### src/rtl/vrp_arb_grant_rr_if.sv
// Bundle of the arbiter's request side (WIDTH requesters) and its single granted output.
// Handshake: a beat moves on a rising clk edge where valid and ready are both high; valid/payload/last must hold until then.
interface vrp_arb_grant_rr_if #(
  parameter int WIDTH     = 8,
  parameter int PLD_WIDTH = 32
) ();
  localparam int IW = $clog2(WIDTH);

  logic [WIDTH-1:0]     v_vld_s;
  logic [PLD_WIDTH-1:0] v_pld_s [WIDTH];
  logic [WIDTH-1:0]     v_last_s;
  logic [WIDTH-1:0]     v_rdy_s;
  logic                 vld_m;
  logic                 rdy_m;
  logic [PLD_WIDTH-1:0] pld_m;
  logic                 last_m;
  logic [IW-1:0]        grant_idx;

  // slave: the arbiter itself; master: requesters plus the downstream consumer.
  modport slave (
    input  v_vld_s, v_pld_s, v_last_s, rdy_m,
    output v_rdy_s, vld_m, pld_m, last_m, grant_idx
  );
  modport master (
    output v_vld_s, v_pld_s, v_last_s, rdy_m,
    input  v_rdy_s, vld_m, pld_m, last_m, grant_idx
  );
endinterface

### src/rtl/vrp_arb_grant_rr.sv
// N:1 packet arbiter: fixed-priority or round-robin selection, grant held for a whole packet,
// optional one-entry output register.
module vrp_arb_grant_rr #(
  parameter int WIDTH     = 8,
  parameter int PLD_WIDTH = 32,
  parameter bit OUT_REG   = 1'b0
) (
  input  logic                       clk,
  input  logic                       rst,
  input  logic                       rr_en,
  vrp_arb_grant_rr_if.slave          bus,
  output logic                       dbg_lock,
  output logic [$clog2(WIDTH)-1:0]   dbg_ptr
);
  localparam int IW = $clog2(WIDTH);
  typedef logic [IW-1:0] idx_t;

  idx_t ptr;
  idx_t lock_idx;
  logic lock;
  idx_t sel_idx;
  logic sel_vld;
  logic sel_last;
  logic up_rdy;
  logic accept;

  // Modulo-WIDTH add, so non-power-of-2 WIDTH wraps at WIDTH rather than 2^IW.
  function automatic idx_t wrap_idx(input idx_t base, input int k);
    int s;
    s = int'(base) + k;
    if (s >= WIDTH) s = s - WIDTH;
    return idx_t'(s);
  endfunction

  // Descending loops let the last hit (lowest index / nearest to ptr) win.
  always_comb begin
    sel_idx = '0;
    sel_vld = 1'b0;
    if (lock) begin
      sel_idx = lock_idx;
      sel_vld = bus.v_vld_s[lock_idx];
    end else if (!rr_en) begin
      for (int i = WIDTH - 1; i >= 0; i--) begin
        if (bus.v_vld_s[i]) begin
          sel_idx = idx_t'(i);
          sel_vld = 1'b1;
        end
      end
    end else begin
      for (int k = WIDTH - 1; k >= 0; k--) begin
        if (bus.v_vld_s[wrap_idx(ptr, k)]) begin
          sel_idx = wrap_idx(ptr, k);
          sel_vld = 1'b1;
        end
      end
    end
  end

  assign sel_last = bus.v_last_s[sel_idx];
  assign accept   = sel_vld & up_rdy & ~rst;

  always_comb begin
    bus.v_rdy_s = '0;
    if (accept) bus.v_rdy_s[sel_idx] = 1'b1;
  end

  always_ff @(posedge clk) begin
    if (rst) begin
      ptr      <= '0;
      lock     <= 1'b0;
      lock_idx <= '0;
    end else if (accept) begin
      if (sel_last) begin
        lock <= 1'b0;
        if (rr_en) ptr <= wrap_idx(sel_idx, 1);
      end else begin
        lock     <= 1'b1;
        lock_idx <= sel_idx;
      end
    end
  end

  assign dbg_lock = lock;
  assign dbg_ptr  = ptr;

  generate
    if (OUT_REG) begin : g_reg
      logic                 o_vld;
      logic [PLD_WIDTH-1:0] o_pld;
      logic                 o_last;
      idx_t                 o_idx;

      assign up_rdy = ~o_vld | bus.rdy_m;

      // Data is only loaded on a real upstream accept, so a drained entry keeps its last value.
      always_ff @(posedge clk) begin
        if (rst) begin
          o_vld  <= 1'b0;
          o_pld  <= '0;
          o_last <= 1'b0;
          o_idx  <= '0;
        end else begin
          if (up_rdy) o_vld <= sel_vld;
          if (accept) begin
            o_pld  <= bus.v_pld_s[sel_idx];
            o_last <= sel_last;
            o_idx  <= sel_idx;
          end
        end
      end

      assign bus.vld_m     = o_vld & ~rst;
      assign bus.pld_m     = o_pld;
      assign bus.last_m    = o_last;
      assign bus.grant_idx = o_idx;
    end else begin : g_comb
      logic out_vld;

      assign up_rdy  = bus.rdy_m;
      assign out_vld = sel_vld & ~rst;

      assign bus.vld_m     = out_vld;
      assign bus.pld_m     = out_vld ? bus.v_pld_s[sel_idx] : '0;
      assign bus.last_m    = out_vld ? sel_last : 1'b0;
      assign bus.grant_idx = out_vld ? sel_idx : '0;
    end
  endgenerate
endmodule

### src/flat_wrapper.sv
// flat-port wrapper written by rule: the top's interface ports become plain ports
module vrp_arb_grant_rr_flat 
#(
  parameter int WIDTH     = 8,
  parameter int PLD_WIDTH = 32,
  parameter bit OUT_REG   = 1'b0
)
  (clk, rst, rr_en, dbg_lock, dbg_ptr, bus_v_vld_s, bus_v_pld_s, bus_v_last_s, bus_rdy_m, bus_v_rdy_s, bus_vld_m, bus_pld_m, bus_last_m, bus_grant_idx);
  vrp_arb_grant_rr_if #(.WIDTH(WIDTH), .PLD_WIDTH(PLD_WIDTH)) bus_i ();
  input  logic clk;
  input  logic rst;
  input  logic rr_en;
  output logic dbg_lock;
  output logic [$clog2(WIDTH)-1:0] dbg_ptr;
  input wire logic [$bits(bus_i.v_vld_s)-1:0] bus_v_vld_s;
  input wire logic [$bits(bus_i.v_pld_s)-1:0] bus_v_pld_s;
  input wire logic [$bits(bus_i.v_last_s)-1:0] bus_v_last_s;
  input wire logic [$bits(bus_i.rdy_m)-1:0] bus_rdy_m;
  output wire logic [$bits(bus_i.v_rdy_s)-1:0] bus_v_rdy_s;
  output wire logic [$bits(bus_i.vld_m)-1:0] bus_vld_m;
  output wire logic [$bits(bus_i.pld_m)-1:0] bus_pld_m;
  output wire logic [$bits(bus_i.last_m)-1:0] bus_last_m;
  output wire logic [$bits(bus_i.grant_idx)-1:0] bus_grant_idx;
  assign bus_i.v_vld_s = bus_v_vld_s;
  assign bus_i.v_pld_s = {>>{bus_v_pld_s}};
  assign bus_i.v_last_s = bus_v_last_s;
  assign bus_i.rdy_m = bus_rdy_m;
  assign bus_v_rdy_s = bus_i.v_rdy_s;
  assign bus_vld_m = bus_i.vld_m;
  assign bus_pld_m = bus_i.pld_m;
  assign bus_last_m = bus_i.last_m;
  assign bus_grant_idx = bus_i.grant_idx;
  vrp_arb_grant_rr #(.WIDTH(WIDTH), .PLD_WIDTH(PLD_WIDTH), .OUT_REG(OUT_REG)) u_core (.clk(clk), .rst(rst), .rr_en(rr_en), .bus(bus_i), .dbg_lock(dbg_lock), .dbg_ptr(dbg_ptr));
endmodule
### config.mk
export PLATFORM = sky130hd
export DESIGN_NAME = vrp_arb_grant_rr_flat
export DESIGN_NICKNAME = d
export VERILOG_FILES = /design/src/rtl/vrp_arb_grant_rr_if.sv /design/src/rtl/vrp_arb_grant_rr.sv /design/src/flat_wrapper.sv
export SDC_FILE = /design/constraint.sdc
export NUM_CORES = 1
export LEC_CHECK = 0
export ABC_AREA = 1
export BUFFER_PORTS_ARGS = -buffer_cell sky130_fd_sc_hd__buf_2
export CORE_AREA = 2 2 126 128
export DETAILED_ROUTE_END_ITERATION = 8
export DIE_AREA = 0 0 128 130
export GPL_TIMING_DRIVEN = 0
export PLACE_DENSITY = 0.64
export SLEW_MARGIN = 20
export SYNTH_ARGS = -nofsm -noshare
export SYNTH_HDL_FRONTEND = slang
export SYNTH_SLANG_ARGS = --single-unit
### constraint.sdc
create_clock -name clk -period 3.55 [get_ports clk]
set_clock_uncertainty 0.2 [all_clocks]
set_input_delay 0.355 -clock clk [delete_from_list [all_inputs] [get_ports clk]]
set_output_delay 0.355 -clock clk [all_outputs]
set_load 0.1 [all_outputs]
==> impl.org <==
** Global routing
- Final global-route overflow total :: 0
- The first global-routing pass estimated 36300 um of wire.
- Antenna violations before repair :: 1
- Largest net degree at the start of global routing :: 11
- Number of global-route vias before repair :: 6883
- Across every metal layer, demand over resource in global routing totals 28.1%.

** Clock tree
- Register clock-pin slew on the reported worst setup and hold paths :: 40 ps
- Maximum clock insertion buffer count :: 2
- CTS built an H-tree with a depth of 1.
- CTS Sinks :: 7
- Hold buffers post-CTS :: 0
- For the worst-skew pair, the clock arrives at the later sink with an insertion delay of 230 ps.
- TritonCTS built the clock tree.
- Inserted Clock Buffers :: 3
- The cell sitting at the root of the clock tree is a clkbuf_16.

** Synthesis
- Counting flops with an async set or reset pin after synthesis yields a share of 0%.
- Top post-synthesis cells by count :: nand2_1, nor2_1, inv_1
- Yosys printed 0 warnings.
- Sequential elements use 3.38% of the synthesized area.
- The most common cell in the synthesized netlist is nand2_1.
- Most area-consuming cells after synthesis :: nand2_1, nor2_1, inv_1
- Summed instance area of the synthesized netlist :: 4140 sq um
- The synthesized netlist contains 35 unique library cells.
- Counting every instance in the synthesized netlist gives 924.
- The synthesized design contains 7 register bits.
- Ys flop type :: dfxtp_1
- The number of nets in the synthesized netlist is 1202.
- The top cell type by area accounts for 26.4% of the synthesized area.
- Summed over all instances, the cell type with the most area after synthesis is nand2_1.
- Yosys mapped a number of flops with a built-in enable equal to 0.
- A synthesized cell averages 4.48 sq um.

** Placement
- Buffers placed on the I/O ports in this run total 324.
- Once placement finished, the instance area stood at 6510 sq um.
- Final weighted congestion in routability-driven placement :: 0.938
- HPWL after DPL :: 19400 um

** Pwr
- Standby leakage power :: 0.00472 uW
- IR analysis of the VDD net gives a maximum drop of 606 uV.
- Net switching is 59.3% of the power.
- Of the total power, combinational logic draws 94.7%.
- Switching power total :: 3260 uW
- Pwr/cell area :: 628 nW/um^2
- Of the total power, registers draw 1.8%.
- In this run, the clock network consumes 3.6% of the power.
- P_int :: 2240 uW

** Final layout
- Area occupied by multi-input gates :: 4300 sq um
- Number of nets at the end of the flow :: 1570
- Register Area :: 153 sq um
- Post-route cell area :: 8770 sq um
- Relative to the synthesized area, the layout overhead comes to 112%.
- Layout cells sized above 1 :: 49.7%
- The layout has 1502 filler cells.

** Job
- Max-cap violations in this run came to 0.

** Detailed routing
- Using the TritonRoute via totals, the vias-per-cell ratio works out to 4.83.
- For this block, the initial DRC count from the detailed router was 453.
- Total iterations of the first detailed-routing run :: 6
- Residual antenna-violating net count after detailed routing :: 0
- The final route contains 7168 vias.
- For this run, design rule violations remaining after detail routing come to 0.
- After detailed routing, the total wire length is 24900 um.
- Routed wire length per instance :: 16.8 um

** Timing
- Setup repair after global routing could not meet its margin everywhere.
- Setup slack on the critical path of the routed design comes to -434 ps.
- Derived from the worst setup path, the maximum achievable clock frequency is 251 MHz.
- The total count of max-transition violations in the final report was 0.
- Setup violations remaining at the end of the flow were counted as 40.
- Subtracting the final worst setup slack from the clock period gives 3980 ps.
- In the final timing run, aggregate negative setup slack is -13190 ps.
- The final critical path takes up 112% of the cycle.
- Final Hold Fails :: 0
- In this run the tightest slew margin relative to its limit is 60.4%.
- For the pin with the worst max-slew slack, the measured transition is 595 ps.

** Floorplanning
- The initial utilization of the core area, before any placement, comes to 26.9%.
- The core region is 15400 sq um.
- Die outline area :: 16600 sq um
- Die Y :: 130 um
- Measured along the x axis, the die boundary spans 128 um.
- Number of core rows :: 46
- Boundary Pins :: 325

** Worst setup path
- Data on the critical path is required at its endpoint by 2990 ps.
- Capturing element type of the critical path :: output port
- In this run the worst path has a maximum fanout of 9.
- The critical path is of the register to output port type.
- Crit path DAT :: 3430 ps
- The worst setup path is launched from a register.

** Status
- Outcome :: finished, violations left
- The checks that failed: negative setup slack.

** Worst hold path
- Type of the most critical hold path :: input port to register
sequential cells by signal, indices dropped and copies added, names as in the netlist:
signal,cells
u_core.dbg_lock,1
u_core.dbg_ptr,3
u_core.lock_idx,3
worst paths after layout:
path	from	end	slack (ps)	depth (start not counted)
hold reg to reg	u_core.lock_idx[2]$_SDFFE_PP0P_	u_core.lock_idx[2]$_SDFFE_PP0P_	270	2
setup / recovery	u_core.dbg_ptr[1]$_SDFFE_PP0P_	bus_pld_m[26]	-430	27
hold / removal	rst	u_core.dbg_lock$_SDFFE_PP0P_	120	2
setup reg to reg	u_core.dbg_ptr[1]$_SDFFE_PP0P_	u_core.dbg_ptr[2]$_SDFFE_PP0P_	150	29
critical path, stage by stage (launching register included):
cell	delay (ps)
dfxtp_4	340
buf_6	110
inv_4	30
buf_8	110
ha_4	340
nand3_2	140
nand3_4	120
nand2_4	60
a21oi_1	110
nand2_1	60
nand2_1	50
nand2_1	40
nand2_1	50
nand2_1	40
nand2_1	80
nand2_1	60
nand2_1	70
nand2_2	100
nand2_8	130
nor2_4	70
buf_12	150
clkbuf_16	160
nand2_1	60
nand2_1	60
o21ai_2	240
nand2_2	100
nor2_4	110
buf_12	180
cells by family (layout without fill, tap and decap cells):
group           count (synthesis)  after routing  share of synthesized area, %
other cells                     0              1                             0
buf+inv                       180            547                          19.3
xor+xnor                        5              5                          1.06
flops                           7              7                          3.38
fa+ha+maj                       2              2                         0.604
compound gates                125            125                          15.9
simple gates                  605            605                          59.8
timing repair:
action                                  in CTS  in global routing
setup buffers                               26                  2
cloned                                       6                  5
endpoints found under the setup margin      43                 47
pin swaps                                   65                 48
gates resized for setup                    356                 98
placed cells by master (no fill, tap or decap), types with 5 or more instances in the layout:
master     count
o21ai_1       56
nor2_4        53
buf_16         6
nand2_1      232
nand3_1       42
buf_4         22
nand3_4        9
buf_2        281
clkbuf_2       5
inv_1        119
nand2_4       10
nand3_2       27
nand2_2       56
a21oi_1       12
o21ai_2       30
buf_8         12
nor2_2        13
clkbuf_16      8
nor2_1       151
o21ai_0       13
buf_12        58
o21ai_4        5
buf_6         20
inv_2          5
final cells by class:
type | instances | share of cell area, %
multi-input cells | 737 | 49.0
repair buffers | 363 | 32.8
plain buffers | 50 | 6.84
inverters | 130 | 5.92
well taps | 192 | 2.74
flip-flops and latches | 7 | 1.74
clock buffers | 4 | 0.899
diodes | 1 | 0.0285
per-layer routing:
layer,global-route usage (%),vias up,part of all wire [%]
met2,53.4,295,52
li1,-,3583,-
met3,4.80,57,6.8
met5,0,-,0
met4,11.8,0,4.0
met1,31.0,3233,37
stage by stage:
stage / setup WS [ps] / power [uW] / hold WS (ps) / cells / util [%]
floorplan: -680 / 2860 / 214 / 924 / -
global placement: -721 / 3740 / 249 / 1440 / 42.2
detailed placement: -745 / 3740 / 267 / 1440 / 42.2
CTS: -417 / 5190 / 108 / 1476 / 53.7
global route: -606 / 5790 / 125 / 1483 / 56.8
finish: -434 / 5500 / 118 / 1484 / 56.8
power groups by stage:
stage	clock network [uW]	logic, uW	registers [uW]
2_1_floorplan	0	2730	132
3_3_place_gp	0	3640	98.3
3_5_place_dp	0	3640	98.3
4_1_cts	200	4900	96.7
5_1_grt	203	5490	97.8
6_report	197	5210	97.2
Note: power is estimated with default switching activity, not from simulation.
